==> config.mk <==
export PLATFORM = sky130hd
export DESIGN_NAME = pe_tile_scheduler_flat
export DESIGN_NICKNAME = d
export VERILOG_FILES = /design/src/rtl/pe_tile_scheduler_if.sv /design/src/rtl/pe_tile_scheduler.sv /design/src/flat_wrapper.sv
export SDC_FILE = /design/constraint.sdc
export NUM_CORES = 1
export LEC_CHECK = 0
export ABC_AREA = 1
export CELL_PAD_IN_SITES_DETAIL_PLACEMENT = 1
export CELL_PAD_IN_SITES_GLOBAL_PLACEMENT = 1
export CORE_MARGIN = 1.5
export CORE_UTILIZATION = 39
export DETAILED_ROUTE_END_ITERATION = 10
export PLACE_DENSITY = 0.85
export SETUP_SLACK_MARGIN = 0.15
export SLEW_MARGIN = 25
export SYNTH_ARGS = -nofsm -noshare
export SYNTH_HDL_FRONTEND = slang
export SYNTH_SLANG_ARGS = --single-unit
==> constraint.sdc <==
create_clock -name clk -period 4.7 [get_ports clk]
set_input_delay 0.705 -clock clk [delete_from_list [all_inputs] [get_ports clk]]
set_output_delay 0.705 -clock clk [all_outputs]
set_load 0.05 [all_outputs]
==> src/rtl/pe_tile_scheduler_if.sv <==
// pe_tile_scheduler_if: job descriptor, PE config bus and status signals of the tile scheduler
interface pe_tile_scheduler_if #(
  parameter int TILE_CNT_W = 8,
  parameter int TIMEOUT_W = 20
);
  logic job_valid;
  logic job_ready;
  logic [TILE_CNT_W-1:0] job_num_tiles;
  logic [31:0] job_geom_kernel;
  logic [31:0] job_geom_input;
  logic [31:0] job_geom_conv;
  logic [31:0] job_geom_output;
  logic [TIMEOUT_W-1:0] job_timeout;
  logic abort;
  logic cfg_we;
  logic [3:0] cfg_addr;
  logic [31:0] cfg_wdata;
  logic [31:0] cfg_rdata;
  logic busy;
  logic [TILE_CNT_W-1:0] tile_idx;
  logic tile_done;
  logic job_done;
  logic job_err;
  modport master (
    input job_valid, job_num_tiles, job_geom_kernel, job_geom_input, job_geom_conv,
          job_geom_output, job_timeout, abort, cfg_rdata,
    output job_ready, cfg_we, cfg_addr, cfg_wdata, busy, tile_idx, tile_done, job_done, job_err
  );
  modport slave (
    output job_valid, job_num_tiles, job_geom_kernel, job_geom_input, job_geom_conv,
           job_geom_output, job_timeout, abort, cfg_rdata,
    input job_ready, cfg_we, cfg_addr, cfg_wdata, busy, tile_idx, tile_done, job_done, job_err
  );
endinterface

==> src/rtl/pe_tile_scheduler.sv <==
// pe_tile_scheduler: sequences a multi-tile convolution job over the PE config bus
module pe_tile_scheduler #(
  parameter int TILE_CNT_W = 8,
  parameter int TIMEOUT_W = 20,
  parameter int POLL_GAP = 4
) (
  input logic clk,
  input logic rst_n,
  pe_tile_scheduler_if.master bus
);
  localparam int CW = $clog2(POLL_GAP + 1) > 2 ? $clog2(POLL_GAP + 1) : 2;
  typedef enum logic [2:0] {IDLE, CFG, START, POLL, TILE_END, FINISH} state_t;
  state_t state, state_n;
  logic [CW-1:0] cnt, cnt_n;
  logic [TIMEOUT_W-1:0] tcnt, tcnt_n, tmo, tmo_n;
  logic [TILE_CNT_W-1:0] num, num_n, tile_n;
  logic [3:0][31:0] geom, geom_n;
  logic abort_seen, abort_n, err_n, accept, we_n;
  logic [3:0] addr_n;
  logic [31:0] wdata_n;
  logic unused_rdata;
  assign unused_rdata = ^bus.cfg_rdata[31:1];
  assign accept = bus.job_valid && bus.job_ready;
  always_comb begin
    state_n = state;
    cnt_n = cnt;
    tcnt_n = tcnt;
    tmo_n = tmo;
    num_n = num;
    geom_n = geom;
    tile_n = bus.tile_idx;
    err_n = bus.job_err;
    abort_n = abort_seen || (bus.abort && state != IDLE && state != FINISH);
    case (state)
      IDLE, FINISH: begin
        state_n = IDLE;
        if (accept) begin
          num_n = bus.job_num_tiles;
          geom_n = {bus.job_geom_output, bus.job_geom_conv, bus.job_geom_input, bus.job_geom_kernel};
          tmo_n = bus.job_timeout;
          err_n = 1'b0;
          abort_n = 1'b0;
          tile_n = '0;
          cnt_n = '0;
          state_n = bus.job_num_tiles == '0 ? FINISH : CFG;
        end
      end
      CFG: begin
        cnt_n = cnt == CW'(3) ? '0 : cnt + 1'b1;
        state_n = cnt == CW'(3) ? START : CFG;
      end
      START: begin
        cnt_n = cnt[0] ? '0 : cnt + 1'b1;
        state_n = cnt[0] ? POLL : START;
        tcnt_n = cnt[0] ? tmo : tcnt;
      end
      POLL: begin
        cnt_n = cnt == CW'(POLL_GAP) ? '0 : cnt + 1'b1;
        tcnt_n = tcnt - 1'b1;
        // status is sampled on the second cycle of each window; done beats a coincident timeout
        if (cnt == CW'(1) && bus.cfg_rdata[0]) state_n = TILE_END;
        else if (tmo != '0 && tcnt == TIMEOUT_W'(1)) begin
          state_n = FINISH;
          err_n = 1'b1;
        end
      end
      TILE_END: begin
        abort_n = 1'b0;
        cnt_n = '0;
        if (abort_seen || bus.abort || bus.tile_idx == num - 1'b1) state_n = FINISH;
        else begin
          state_n = START;
          tile_n = bus.tile_idx + 1'b1;
        end
      end
      default: state_n = IDLE;
    endcase
    we_n = state_n == CFG || state_n == START;
    addr_n = state_n == CFG ? 4'(cnt_n) + 4'h2 : state_n == POLL ? 4'h1 : 4'h0;
    wdata_n = state_n == CFG ? geom_n[cnt_n[1:0]] : (state_n == START && cnt_n == '0) ? 32'd1 : 32'd0;
  end
  always_ff @(posedge clk) begin
    if (!rst_n) begin
      state <= IDLE;
      cnt <= '0;
      tcnt <= '0;
      tmo <= '0;
      num <= '0;
      geom <= '0;
      abort_seen <= 1'b0;
      bus.job_ready <= 1'b1;
      bus.busy <= 1'b0;
      bus.cfg_we <= 1'b0;
      bus.cfg_addr <= '0;
      bus.cfg_wdata <= '0;
      bus.tile_idx <= '0;
      bus.tile_done <= 1'b0;
      bus.job_done <= 1'b0;
      bus.job_err <= 1'b0;
    end else begin
      state <= state_n;
      cnt <= cnt_n;
      tcnt <= tcnt_n;
      tmo <= tmo_n;
      num <= num_n;
      geom <= geom_n;
      abort_seen <= abort_n;
      bus.job_ready <= state_n == IDLE || state_n == FINISH;
      bus.busy <= !(state_n == IDLE || state_n == FINISH);
      bus.cfg_we <= we_n;
      bus.cfg_addr <= addr_n;
      bus.cfg_wdata <= wdata_n;
      bus.tile_idx <= tile_n;
      bus.tile_done <= state_n == TILE_END;
      bus.job_done <= state_n == FINISH;
      bus.job_err <= err_n;
    end
  end
endmodule

==> src/flat_wrapper.sv <==
// flat-port wrapper written by rule: the top's interface ports become plain ports
module pe_tile_scheduler_flat 
#(
  parameter int TILE_CNT_W = 8,
  parameter int TIMEOUT_W = 20,
  parameter int POLL_GAP = 4
)
  (clk, rst_n, bus_job_valid, bus_job_num_tiles, bus_job_geom_kernel, bus_job_geom_input, bus_job_geom_conv, bus_job_geom_output, bus_job_timeout, bus_abort, bus_cfg_rdata, bus_job_ready, bus_cfg_we, bus_cfg_addr, bus_cfg_wdata, bus_busy, bus_tile_idx, bus_tile_done, bus_job_done, bus_job_err);
  pe_tile_scheduler_if #(.TILE_CNT_W(TILE_CNT_W), .TIMEOUT_W(TIMEOUT_W)) bus_i ();
  input logic clk;
  input logic rst_n;
  input wire logic [$bits(bus_i.job_valid)-1:0] bus_job_valid;
  input wire logic [$bits(bus_i.job_num_tiles)-1:0] bus_job_num_tiles;
  input wire logic [$bits(bus_i.job_geom_kernel)-1:0] bus_job_geom_kernel;
  input wire logic [$bits(bus_i.job_geom_input)-1:0] bus_job_geom_input;
  input wire logic [$bits(bus_i.job_geom_conv)-1:0] bus_job_geom_conv;
  input wire logic [$bits(bus_i.job_geom_output)-1:0] bus_job_geom_output;
  input wire logic [$bits(bus_i.job_timeout)-1:0] bus_job_timeout;
  input wire logic [$bits(bus_i.abort)-1:0] bus_abort;
  input wire logic [$bits(bus_i.cfg_rdata)-1:0] bus_cfg_rdata;
  output wire logic [$bits(bus_i.job_ready)-1:0] bus_job_ready;
  output wire logic [$bits(bus_i.cfg_we)-1:0] bus_cfg_we;
  output wire logic [$bits(bus_i.cfg_addr)-1:0] bus_cfg_addr;
  output wire logic [$bits(bus_i.cfg_wdata)-1:0] bus_cfg_wdata;
  output wire logic [$bits(bus_i.busy)-1:0] bus_busy;
  output wire logic [$bits(bus_i.tile_idx)-1:0] bus_tile_idx;
  output wire logic [$bits(bus_i.tile_done)-1:0] bus_tile_done;
  output wire logic [$bits(bus_i.job_done)-1:0] bus_job_done;
  output wire logic [$bits(bus_i.job_err)-1:0] bus_job_err;
  assign bus_i.job_valid = bus_job_valid;
  assign bus_i.job_num_tiles = bus_job_num_tiles;
  assign bus_i.job_geom_kernel = bus_job_geom_kernel;
  assign bus_i.job_geom_input = bus_job_geom_input;
  assign bus_i.job_geom_conv = bus_job_geom_conv;
  assign bus_i.job_geom_output = bus_job_geom_output;
  assign bus_i.job_timeout = bus_job_timeout;
  assign bus_i.abort = bus_abort;
  assign bus_i.cfg_rdata = bus_cfg_rdata;
  assign bus_job_ready = bus_i.job_ready;
  assign bus_cfg_we = bus_i.cfg_we;
  assign bus_cfg_addr = bus_i.cfg_addr;
  assign bus_cfg_wdata = bus_i.cfg_wdata;
  assign bus_busy = bus_i.busy;
  assign bus_tile_idx = bus_i.tile_idx;
  assign bus_tile_done = bus_i.tile_done;
  assign bus_job_done = bus_i.job_done;
  assign bus_job_err = bus_i.job_err;
  pe_tile_scheduler #(.TILE_CNT_W(TILE_CNT_W), .TIMEOUT_W(TIMEOUT_W), .POLL_GAP(POLL_GAP)) u_core (.clk(clk), .rst_n(rst_n), .bus(bus_i));
endmodule
==> impl_summary.md, run 1 <==
Drt
The count of nets left with antenna violations once routing finished came out at 0. For this run, design rule violations remaining after detail routing come to 0. The detailed-route vias per instance is 4.95.

For this run, the detailed router's first-pass iteration total came to 5. After detailed routing, the average wire length per cell comes to between 15 and 20 µm. The detailed-route wire length is between 30 and 40 mm. The DRC marker count from the first detailed-route iteration is 734. The count of vias placed by the detailed router is 11367.

Global route
The maximum number of pins on one net before global-route repair is 91. Global routing used between 20% and 30% of the available tracks. The number of global-route vias before repair is 11932.

The first global-routing pass estimated between 60 and 70 mm of wire. After global routing the overflow that remains totals 0. The number of antenna violations at the first check in global routing is 5.

Clock tree
The insertion delay of the later-clocked pin in the worst-skew pair is 0.55 ns. CTS built an H-tree with a depth of 1. The CTS tree is yes. In this run, post-CTS repair resized a total of 0 instances.

Clock-pin slew was measured on the worst setup and hold paths at 0.06 ns. Once the clock tree was built, the setup fixing pass inserted 0 buffers. For this design, the CTS-stage hold fixing added 0 buffers. The number of clock sinks seen by CTS is ~230. The tree is rooted in a sky130_fd_sc_hd__clkbuf_16. The total CTS buffers is 27. No sink is reached through more buffers than the 3 on the longest clock path.

Worst setup path
At the worst endpoint, the required time is around 5.2 ns. The maximum fanout along the worst path is 90. Measured in cells, the most critical reg-to-reg path has a length of 14.

The setup path with the least slack is of type in -> reg. The origin of the critical flop-to-flop path is u_core.state[0]. The flop-to-flop setup slack is ~1.6 ns. For the worst setup path, the data arrival time is 3.72 ns.

The capturing point of the worst reg2reg path is u_core.bus.cfg_wdata[14]. The critical path capture point type is a register. The startpoint class of the critical path is a primary input.

Yosys
Synthesis inferred between 200 and 250 register bits. The cell count after synthesis is ~1700. The average instance in the mapped netlist occupies roughly 6.6 µm². The number of different library cells in the post-synthesis netlist is 40. In the synthesized netlist the dominant register cell turns out to be sky130_fd_sc_hd__dfxtp_1. For this run, the number of Yosys warnings is 0. sky130_fd_sc_hd__dfxtp_1 takes more of the synthesized area than any other cell. Summing the sequential cell areas from Yosys gives ~40% of the chip area.

Of the post-synthesis cell area, the dominant cell type holds about two fifths. By area the synthesized netlist is led by sky130_fd_sc_hd__dfxtp_1 (41%), sky130_fd_sc_hd__nand2_1 (19%), sky130_fd_sc_hd__inv_1 (7.4%). Sorting the synthesized cells by how often they occur yields sky130_fd_sc_hd__nand2_1 (582), sky130_fd_sc_hd__dfxtp_1 (233), sky130_fd_sc_hd__inv_1 (222), sky130_fd_sc_hd__nor2_1 (216), sky130_fd_sc_hd__nand3_1 (147).

When the netlist entered floorplanning its net count stood at approximately 1900. In the post-synthesis netlist, the cell with the most instances is sky130_fd_sc_hd__nand2_1. Counting flops with a built-in enable in the synthesized netlist gives 0. The mapped netlist covers 0.0113 mm².

The share of synthesized registers carrying an async set or reset is 0%.

Placement
During placement, the flow inserted port buffers numbering 210. The congestion estimate from routability-driven global placement came to 0.862. The pre-CTS worst setup slack is between 0.9 and 1 ns. Once placement completed, the tool counted placed cells totaling 2241. Detailed placement finished with a half-perimeter wire length of between 20 and 25 mm.

Worst hold path
Counting instances, the worst hold path has a depth of 2. The type of the tightest min-delay check is reg -> reg. The startpoint identified for the worst hold timing path is u_core.tcnt[13]. For hold timing, the worst endpoint is u_core.tcnt[13].

Outcome
The flow ran to the end, and the final reports show no timing, DRC or antenna violations.

Timing
Setup violations remaining at the end of the flow were counted as 0. The count of final hold-check violations is 0. The minimum setup slack in the final design is 1.44 ns.

For the final routed database, the setup TNS stands at 0 ns. The upper clock frequency limit is 306 MHz. At the pin with the least slew margin, the transition time is ~0.84 ns. The worst setup skew after layout is 0.0171 ns.

For the finished layout, the period the worst path requires is 3.26 ns. Setup repair after global routing left no endpoint under its margin. The max-slew violation count is 0. The period utilization is a little over two thirds. The headroom to the max-slew limit is between 40% and 50%.

Floorplan
The effective utilization at floorplan is between 30 and 40%. The die is around 170 µm wide. The top-level port count is 242. From bottom edge to top edge, the die measures about 170 µm. The placement row count is 62. The floorplan step defined a die boundary enclosing roughly 0.030 mm². The core box area is 0.0286 mm².

Cells and area
From synthesis to final layout, the design area changed by 28.8%. The non-filler instance count after layout is between 2000 and 2500. The share of post-route cells with drive strength above 1 is under 10%.

The number of nets in the final layout is roughly 2100. Fill cells in the final layout number 3689.

Pwr
The power per standard cell area is about 400 mW/mm². The analysis attributes to cell leakage a power of ~6.8 nW. Summed over all nets, the switching power comes to between 1.5 and 2 mW. Combinational logic is responsible for a little under a quarter of the overall power. Of the total power, the share spent switching nets is 31.4%. The share of total power in sequential cells is 36.8%.

The internal power of the cells totals between 4 and 5 mW. The worst-case vdd ir drop is roughly 0.21 mV. The clock share of power is around 40%.

Flow run
Max-cap violations in this run came to 0.
-- state kept, by name, indices dropped and copies added, names as in the netlist, 3 cells and up --
register              count
u_core.geom             128
u_core.bus.cfg_wdata     32
u_core.tcnt              20
u_core.tmo               20
u_core.bus.tile_idx       8
u_core.num                8
u_core.bus.cfg_addr       4
u_core.cnt                3
u_core.state              3
-- routing by layer --
metal	track usage, %	up-vias	share of wire [%]
met5	0	-	0
met4	8.99	0	2.9
met3	3.09	69	4.1
met2	44.1	258	49
met1	31.2	5443	44
li1	-	5597	-
-- worst max path at each step --
stage / start / to / slack (ns)
floorplan: u_core.bus.tile_idx[5] / u_core.bus.cfg_wdata[10] / 2.70
global placement: bus_job_valid / u_core.bus.cfg_wdata[5] / 0.99
detailed placement: bus_job_valid / u_core.bus.cfg_wdata[8] / 0.91
CTS: bus_job_valid / u_core.bus.cfg_wdata[3] / 1.46
global route: bus_job_valid / u_core.bus.cfg_wdata[8] / 1.16
finish: bus_job_valid / u_core.bus.cfg_wdata[14] / 1.44
-- per-stage QoR --
stage / util, % / total power, mW / area (µm²) / hold WS [ns]
after floorplan: - / 3.17 / 11300 / 0.439
after global placement: 47.5 / 3.57 / 13600 / 0.455
after detailed placement: 47.5 / 3.62 / 13600 / 0.459
final: 51.0 / 5.94 / 14600 / 0.469
after global routing: 51.0 / 6.23 / 14600 / 0.512
after CTS: 50.9 / 5.98 / 14600 / 0.470
-- area by class of cell --
type	count	area (µm²)	area share, %
tap	384	480	3.29
inverter	231	872	5.98
clock buffer	35	756	5.18
multi-input combinational	1169	5330	36.5
timing repair buffer	224	2240	15.4
sequential	233	4660	32.0
clock inverter	15	235	1.61
antenna	5	12.5	0.0857
-- worst max-delay path, stage by stage --
cell and delay, ns:
sky130_fd_sc_hd__clkdlybuf4s50_1 0.46, sky130_fd_sc_hd__nand2_1 0.07, sky130_fd_sc_hd__inv_1 0.20, sky130_fd_sc_hd__nand2_8 0.36, sky130_fd_sc_hd__inv_4 0.46, sky130_fd_sc_hd__buf_4 0.57, sky130_fd_sc_hd__nand2_1 0.19, sky130_fd_sc_hd__nand2_1 0.13
sky130_fd_sc_hd__inv_1 0.06, sky130_fd_sc_hd__nand3_1 0.06, sky130_fd_sc_hd__nand3_1 0.09, sky130_fd_sc_hd__nand2_1 0.09, sky130_fd_sc_hd__inv_1 0.05, sky130_fd_sc_hd__nor3_2 0.17
-- placed cells by master (no fill, tap or decap), types with 13 or more instances in the layout --
cell type,count
sky130_fd_sc_hd__nor3_2,31
sky130_fd_sc_hd__clkbuf_16,27
sky130_fd_sc_hd__clkdlybuf4s50_1,210
sky130_fd_sc_hd__o21ai_0,48
sky130_fd_sc_hd__nor3_1,13
sky130_fd_sc_hd__nand3_1,147
sky130_fd_sc_hd__inv_1,222
sky130_fd_sc_hd__dfxtp_1,233
sky130_fd_sc_hd__a21oi_1,41
sky130_fd_sc_hd__nand2_1,582
sky130_fd_sc_hd__nor2_1,216
-- power by group through the flow --
stage	Clock (mW)	Combinational (mW)	Sequential (mW)
final	2.35	1.41	2.19
after global routing	2.45	1.57	2.20
after CTS	2.37	1.41	2.19
after detailed placement	0	1.39	2.23
after global placement	0	1.35	2.22
after floorplan	0	0.828	2.34
-- cell families (layout without fill, tap and decap cells) --
logic type	Yosys count	in the layout	share of synthesized area [%]
other	0	5	0
buffers and inverters	324	505	11.9
flip-flops	233	233	41.2
XOR/XNOR	20	20	1.55
AO/OA/AOI/OAI	115	115	5.68
AND/OR/NAND/NOR	1023	1023	38.5
adder cells (fa/ha/maj)	11	11	1.21
Note: power is estimated with default switching activity, not from simulation.
==> inputs of run 2 (changes only) <==
Settings changed: CORE_UTILIZATION 39 to 36, PLACE_DENSITY 0.85 to 0.79.
Clock period 4.7 ns to 3.26 ns, I/O delays scaled along.
==> run 2 against run 1 <==
  * The flow now finishes with violations (design-rule violations)
  * Largest cell class unchanged
  * Clock-buffer cell count rose by 3
  * Sequential cell count did not move
  * Utilization down 3.5 points
  * Final area rose by 0.14%
==> impl_summary.md, run 2 (synthesis gave the netlist of run 1 again) <==
Drt
The detailed-route wire length came to 36.6 mm (-3.0%). The detailed-route vias per instance is 4.81 (-2.8%). The DRC marker count from the first detailed-route iteration was 605 (-18%). The average wire length per cell after detail routing came to 15.8 µm (-3.5%).

The number of remaining DRC errors is 26 (+26). The count of vias placed by the detailed router is 11109 (-2.3%). The remaining antenna violation count was 0 (unchanged).

The number of search-and-repair iterations in the first detailed-routing pass came to 8 (+3).

Worst setup path
The critical path is of the reg -> reg type. The critical path data arrival time is 3.02 ns (-0.70 ns). The critical path capture point type is a register. The maximum fanout along the worst path came to 19 (-79%). The required time at the endpoint of the critical path is 3.73 ns (-1.43 ns). STA classifies the critical path startpoint as a register.

Floorplan
The total die area was 0.0325 mm² (+8.2%). The effective utilization at floorplan came to 36.8% (-2.7 points). The top-level port count is 242 (unchanged). The die outline width is 180 µm (+4.0%). The core box area is 0.0307 mm² (+7.4%). The placement row count is 64 (+3.2%). The vertical die dimension was 180 µm (+4.0%).

Clock tree
The post-CTS resize count was 0 (unchanged). The post-CTS clock slew at the launch and capture registers of the worst setup and hold paths is 0.06 ns (about the same). The insertion delay of the later-clocked pin in the worst-skew pair came to 0.54 ns (about the same). The total CTS buffers is 27 (unchanged). The clock tree buffer depth is 3 (unchanged). The number of levels the H-tree was split into is 1 (unchanged). The tree is rooted in a sky130_fd_sc_hd__clkbuf_16. The number of clock sinks seen by CTS is 233 (unchanged). The number of setup buffers added after CTS is 0 (unchanged). TritonCTS built the clock tree. The number of buffers added to fix hold violations after cts is 0 (unchanged).

Worst hold path
The min-delay analysis places its worst path in the category reg -> reg.

Global route
The number of global-route vias before repair is 11629 (-2.5%). The number of antenna violations at the first check in global routing came to 3 (-2). The maximum number of pins on one net before global-route repair is 127 (+40%). The total global-route track usage came to 22.5% (-2.5 points).

The total grt overflow was 0 (unchanged). The first-pass GRT wire length is 59.8 mm (-2.6%).

Timing
The max-slew violation count came to 0 (unchanged). The count of final hold-check violations was 0 (unchanged). Setup repair after global routing left no endpoint under its margin. The headroom to the max-slew limit is 44.1% (+0.38 points). The smallest clock period supported by the final layout is computed as around 2.6 ns.

The final setup violation count is 0 (unchanged). The worst setup skew after layout was 0.0157 ns (-0.00139 ns). The summed negative setup slack over all endpoints was 0 ns (unchanged).

The minimum setup slack in the final design is 0.704 ns (-0.732 ns). After layout, the worst path uses approximately four fifths of the clock period. The actual slew at the worst max-slew pin came to 0.838 ns (-0.00570 ns).

Static timing analysis puts the maximum clock frequency at 391 MHz.

Outcome
The final reports fail on design-rule violations. The flow ran to the end, but the final reports show violations.

Cells and area
The share of post-route cells with drive strength above 1 is 6.24% (-0.11 points). The number of fill cells is 3990 (+8.2%). The top cell types in the final layout, fill and taps aside, are sky130_fd_sc_hd__nand2_1 (582), sky130_fd_sc_hd__dfxtp_1 (233), sky130_fd_sc_hd__inv_1 (222), sky130_fd_sc_hd__nor2_1 (216), sky130_fd_sc_hd__clkdlybuf4s50_1 (210).

The sequential cell area in the final layout came to 0.00466 mm² (unchanged). u_core.geom holds more flip-flops than any other register. The library cell used most frequently in the layout, excluding fill and tap cells, is sky130_fd_sc_hd__nand2_1.

The largest registers in the layout are u_core.geom (128), u_core.bus.cfg_wdata (32). The area added between synthesis and finish is 29.0%. The area used by multi-input combinational logic came to 0.00534 mm² (+0.14%). The number of nets in the final layout is 2094 (+0.24%).

The flip-flop count of the largest register, all copies and words added is 128 (unchanged).

Pwr
The power per standard cell area is 565 mW/mm² (+39%). The leakage power summed over all cells came to 6.76 nW (-0.18%). The worst-case vdd ir drop came to 0.365 mV (+75%).

Placement
The placer's final routability congestion estimate is 0.816 (-5.4%). The sum of net half-perimeters after detailed placement is 24.6 mm (+1.5%). The pre-CTS worst setup slack is 0.538 ns (-0.372 ns). The quantity of I/O buffers inserted on ports is 210 (unchanged).

Flow run
The total of max-cap violations is 0 (unchanged).
[run 2: cell types whose count changed in the layout (fill, tap and decap cells not counted), sizes merged]
cell,previous run,this run
diode,5,4
clkinv,8,4
bufinv,6,3
inv,232,231
buf,14,19
clkinvlp,0,1
clkbuf,35,38
[run 2: area by class of cell]
| cell class | instances | area share, % |
|---|---|---|
| Tap cell | 396 | 3.39 |
| Inverter | 231 | 5.98 |
| Clock buffer | 38 | 5.25 |
| Multi-Input combinational cell | 1169 | 36.5 |
| Antenna cell | 4 | 0.0685 |
| Timing Repair Buffer | 229 | 16.0 |
| Sequential cell | 233 | 31.9 |
| Clock inverter | 8 | 0.830 |
[run 2: worst max-delay path, cell delays in order (launching register included)]
cell                      delay (ns)
sky130_fd_sc_hd__dfxtp_1        0.44
sky130_fd_sc_hd__inv_1          0.19
sky130_fd_sc_hd__ha_1           0.37
sky130_fd_sc_hd__nand2_1        0.07
sky130_fd_sc_hd__nor2_1         0.04
sky130_fd_sc_hd__a31oi_1        0.29
sky130_fd_sc_hd__o21ai_4        0.12
sky130_fd_sc_hd__inv_2          0.32
sky130_fd_sc_hd__buf_12         0.24
sky130_fd_sc_hd__nand3_1        0.12
sky130_fd_sc_hd__nand2_1        0.08
sky130_fd_sc_hd__inv_1          0.05
sky130_fd_sc_hd__nor3_2         0.17
[run 2: worst paths after layout]
| kind | from | endpoint | slack [ns] | depth (start not counted) |
|---|---|---|---|---|
| max | u_core.cnt[0] | u_core.bus.cfg_wdata[18] | 0.70 | 12 |
| min | u_core.tcnt[13] | u_core.tcnt[13] | 0.47 | 2 |
| max reg2reg | u_core.cnt[0] | u_core.bus.cfg_wdata[18] | 0.70 | 12 |
| min reg2reg | u_core.tcnt[13] | u_core.tcnt[13] | 0.47 | 2 |
[run 2: power breakdown]
part	switching, mW	internal (mW)
registers	0.0937	3.06
clock network	1.22	1.86
logic	1.29	0.734
[run 2: stage by stage]
step / hold WS (ns) / cells / utilization, % / area, µm² / power, mW
floorplan: 0.439 / 1726 / - / 11300 / 4.57
CTS: 0.477 / 2304 / 47.5 / 14600 / 8.35
global placement: 0.455 / 2258 / 44.6 / 13700 / 5.18
finish: 0.469 / 2308 / 47.5 / 14600 / 8.26
detailed placement: 0.466 / 2258 / 44.6 / 13700 / 5.24
global route: 0.507 / 2306 / 47.5 / 14600 / 8.70
[run 2: routing by layer]
metal	wire, µm	track usage (%)	vias to the layer above
met2	17500	39.0	195
met4	646	5.98	0
met3	1500	2.59	47
met5	0	0	-
met1	17000	29.5	5269
li1	-	-	5598
==> inputs of run 3 (changes only) <==
Settings changed: CORE_UTILIZATION 36 to 32, PLACE_DENSITY 0.79 to 0.74.
Clock period 3.26 ns to 2.25 ns, I/O delays scaled along.
==> run 3 against run 2 <==
  * The flow now finishes without violations
  * Critical path depth is the same
  * Non-clock buffer count increased by 124
  * Maximum frequency grew 22%
  * Critical path type unchanged
  * Via count up 5.1%
  * First-iteration DRC count fell by 28%
  * Power increased by 55%
  * Setup slack got worse by 0.56 ns
  * Clock power grew 50%
  * Sequential cell count unchanged
  * Register-to-register slack lost 0.56 ns
==> impl_summary.md, run 3 (synthesis gave the netlist of run 1 again) <==
Pwr
The switching share of total power is 32.0% (+0.47 points). The internal power contribution is 8.68 mW (+54%). The leakage power summed over all cells came to 7.65 nW (+13%).

The clock share of power is 36.1% (-1.2 points). The power per standard cell area was 787 mW/mm² (+39%). The share of total power in sequential cells is 35.9% (-2.3 points). The worst-case vdd ir drop was 0.619 mV (+69%). The proportion of power drawn by combinational gates came to 28.0% (+3.5 points).

The net switching power figure is 4.08 mW (+57%).

Worst setup path
The required time at the endpoint of the critical path is 2.70 ns (-1.03 ns). The startpoint-to-endpoint class of the critical path is reg -> reg. STA classifies the critical path startpoint as a register.

STA classifies the critical path endpoint as a register. The maximum fanout along the worst path is 20 (+1). The critical path data arrival time is 2.55 ns (-0.47 ns).

Clock tree
The number of clock sinks seen by CTS was 233 (unchanged). The total CTS buffers is 28 (+3.7%). The number of levels the H-tree was split into is 1 (unchanged). The root buffer cell chosen for the clock tree is sky130_fd_sc_hd__clkbuf_16.

The insertion delay of the later-clocked pin in the worst-skew pair was 0.55 ns (about the same). The clock tree buffer depth is 3 (unchanged). The number of buffers added to fix hold violations after cts is 0 (unchanged). The post-CTS clock slew at the launch and capture registers of the worst setup and hold paths was 0.06 ns (about the same). The CTS tree is yes.

Worst hold path
The type of the tightest min-delay check is in -> reg.

Placement
The number of cells in the design after placement is 2421 (+7.2%). The sum of net half-perimeters after detailed placement is 26.7 mm (+8.5%). The quantity of I/O buffers inserted on ports was 210 (unchanged). The placer's final routability congestion estimate is 0.822 (+0.75%). The pre-CTS worst setup slack is -0.100 ns (-0.639 ns).

Timing
The upper clock frequency limit is 476 MHz (+22%). The headroom to the max-slew limit is 60.9% (+17 points). The minimum setup slack in the final design is 0.148 ns (-0.556 ns). The count of final hold-check violations is 0 (unchanged). The max-slew violation count is 0 (unchanged). The worst hold margin was 0.433 ns (-0.0361 ns). The summed negative setup slack over all endpoints is 0 ns (unchanged). The period utilization is 93.4% (+15 points). The final period demand of the worst path was 2.10 ns (-0.454 ns). The actual slew at the worst max-slew pin was 0.585 ns (-0.254 ns). Setup repair after global routing could not meet its margin everywhere. The final setup violation count came to 0 (unchanged). The worst setup skew after layout came to 0.0232 ns (+0.00743 ns).

Global route
The number of antenna violations at the first check in global routing is 4 (+1). The number of global-route vias before repair was 12089 (+4.0%). The maximum number of pins on one net before global-route repair is 64 (-50%). The total global-route track usage was 20.9% (-1.5 points). The total grt overflow came to 0 (unchanged). The first-pass GRT wire length is 61.7 mm (+3.2%).

Floorplan
The vertical die dimension came to 191 µm (+6.0%). The total die area is 0.0365 mm² (+12%). The die outline width is 191 µm (+6.0%). The effective utilization at floorplan is 32.6% (-4.2 points).

The top-level port count was 242 (unchanged). The placement row count is 68 (+6.3%). The core box area came to 0.0347 mm² (+13%).

Cells and area
The non-filler instance count after layout is 2496 (+8.1%). The number of nets in the final layout is 2219 (+6.0%). The share of post-route cells with drive strength above 1 is 14.0% (+7.8 points). From synthesis to final layout, the design area changed by 43.1%. The final cell utilization of the core is 46.7% (-0.83 points). Leaving out fill and tap cells, the most frequent cells in the layout are sky130_fd_sc_hd__nand2_1 (575), sky130_fd_sc_hd__dfxtp_1 (228), sky130_fd_sc_hd__inv_1 (221), sky130_fd_sc_hd__nor2_1 (207), sky130_fd_sc_hd__clkdlybuf4s50_1 (200).

The number of fill cells is 4425 (+11%). The largest registers in the layout are u_core.geom (128), u_core.bus.cfg_wdata (32). The top register by number of flip-flops is u_core.geom. The flip-flop count of the largest register, all copies and words added is 128 (unchanged). The library cell used most frequently in the layout, excluding fill and tap cells, is sky130_fd_sc_hd__nand2_1.

Drt
The average wire length per cell after detail routing is 15.9 µm (+0.34%). The number of remaining DRC errors is 0 (-100%). The number of search-and-repair iterations in the first detailed-routing pass was 4 (-4). The remaining antenna violation count is 0 (unchanged). The count of vias placed by the detailed router is 11671 (+5.1%). The DRC marker count from the first detailed-route iteration is 435 (-28%).

The detailed-route wire length is 39.7 mm (+8.5%). The detailed-route vias per instance is 4.68 (-2.9%).

Outcome
The run finished with clean final reports.

Flow run
The total of max-cap violations was 0 (unchanged).
==> run 3: changes by cell type in the layout (fill, tap and decap cells not counted), moves of 7 or more <==
cell,previous run,this run
sky130_fd_sc_hd__clkdlybuf4s50_1,210,200
sky130_fd_sc_hd__nor3_4,0,13
sky130_fd_sc_hd__buf_4,11,112
sky130_fd_sc_hd__nand2_1,582,575
sky130_fd_sc_hd__nor2_1,216,207
sky130_fd_sc_hd__nor3_2,31,22
sky130_fd_sc_hd__clkinv_2,3,12
sky130_fd_sc_hd__clkbuf_16,27,35
sky130_fd_sc_hd__buf_12,8,15
sky130_fd_sc_hd__dlygate4sd2_1,0,8
==> run 3: per-stage QoR <==
step                      power [mW]  area [µm²]
after CTS                       12.8       15700
after detailed placement        7.95       14700
final                           12.8       16200
after floorplan                 6.63       11300
after global routing            13.5       16200
after global placement          7.85       14700
==> run 3: cell type report <==
type                       count  area [µm²]  area share, %
clock buffer                  35         767           4.73
tap                          455         569           3.51
clock inverter                17         175           1.08
antenna                        3        7.51         0.0463
multi-input combinational   1169        5580           34.4
inverter                     231         877           5.41
sequential                   233        4670           28.8
timing repair buffer         353        3560           22.0
==> run 3: worst max-delay path: stages (launching register included) <==
cell and delay, ns:
sky130_fd_sc_hd__dfxtp_2 0.39, sky130_fd_sc_hd__ha_1 0.20, sky130_fd_sc_hd__ha_2 0.22, sky130_fd_sc_hd__nor2_4 0.05, sky130_fd_sc_hd__a21oi_2 0.16, sky130_fd_sc_hd__nand3_4 0.15
sky130_fd_sc_hd__nand2_4 0.15, sky130_fd_sc_hd__bufbuf_16 0.33, sky130_fd_sc_hd__nand2_1 0.07, sky130_fd_sc_hd__nand3_1 0.06, sky130_fd_sc_hd__nand2_1 0.06, sky130_fd_sc_hd__inv_1 0.09
sky130_fd_sc_hd__nor3_4 0.05
==> run 3: worst paths after layout <==
check | start | to | slack, ns | cells after the start
setup / recovery | u_core.cnt[0] | u_core.bus.cfg_wdata[9] | 0.15 | 12
hold / removal | bus_job_timeout[12] | u_core.tmo[12] | 0.43 | 3
setup reg to reg | u_core.cnt[0] | u_core.bus.cfg_wdata[9] | 0.15 | 12
hold reg to reg | u_core.tcnt[13] | u_core.tcnt[13] | 0.47 | 2
==> run 3: repair_timing <==
action,in CTS,in global routing
cloned,2,9
setup buffers,2,7
pin swaps,3,13
gates resized for setup,32,49
endpoints found under the setup margin,55,53
==> run 3: routing by layer <==
layer / global-route usage (%) / vias up / routed length [µm]
li1: - / 5859 / -
met1: 25.5 / 5547 / 17000
met2: 38.7 / 210 / 20100
met3: 2.39 / 53 / 1780
met4: 5.41 / 2 / 813
met5: 0 / - / 10
==> run 3: power by group through the flow <==
stage / clock network (mW) / registers (mW) / logic (mW)
after floorplan: 0 / 4.90 / 1.73
after global placement: 0 / 4.66 / 3.20
after detailed placement: 0 / 4.67 / 3.28
after CTS: 4.74 / 4.58 / 3.43
after global routing: 4.92 / 4.61 / 3.94
final: 4.61 / 4.58 / 3.57
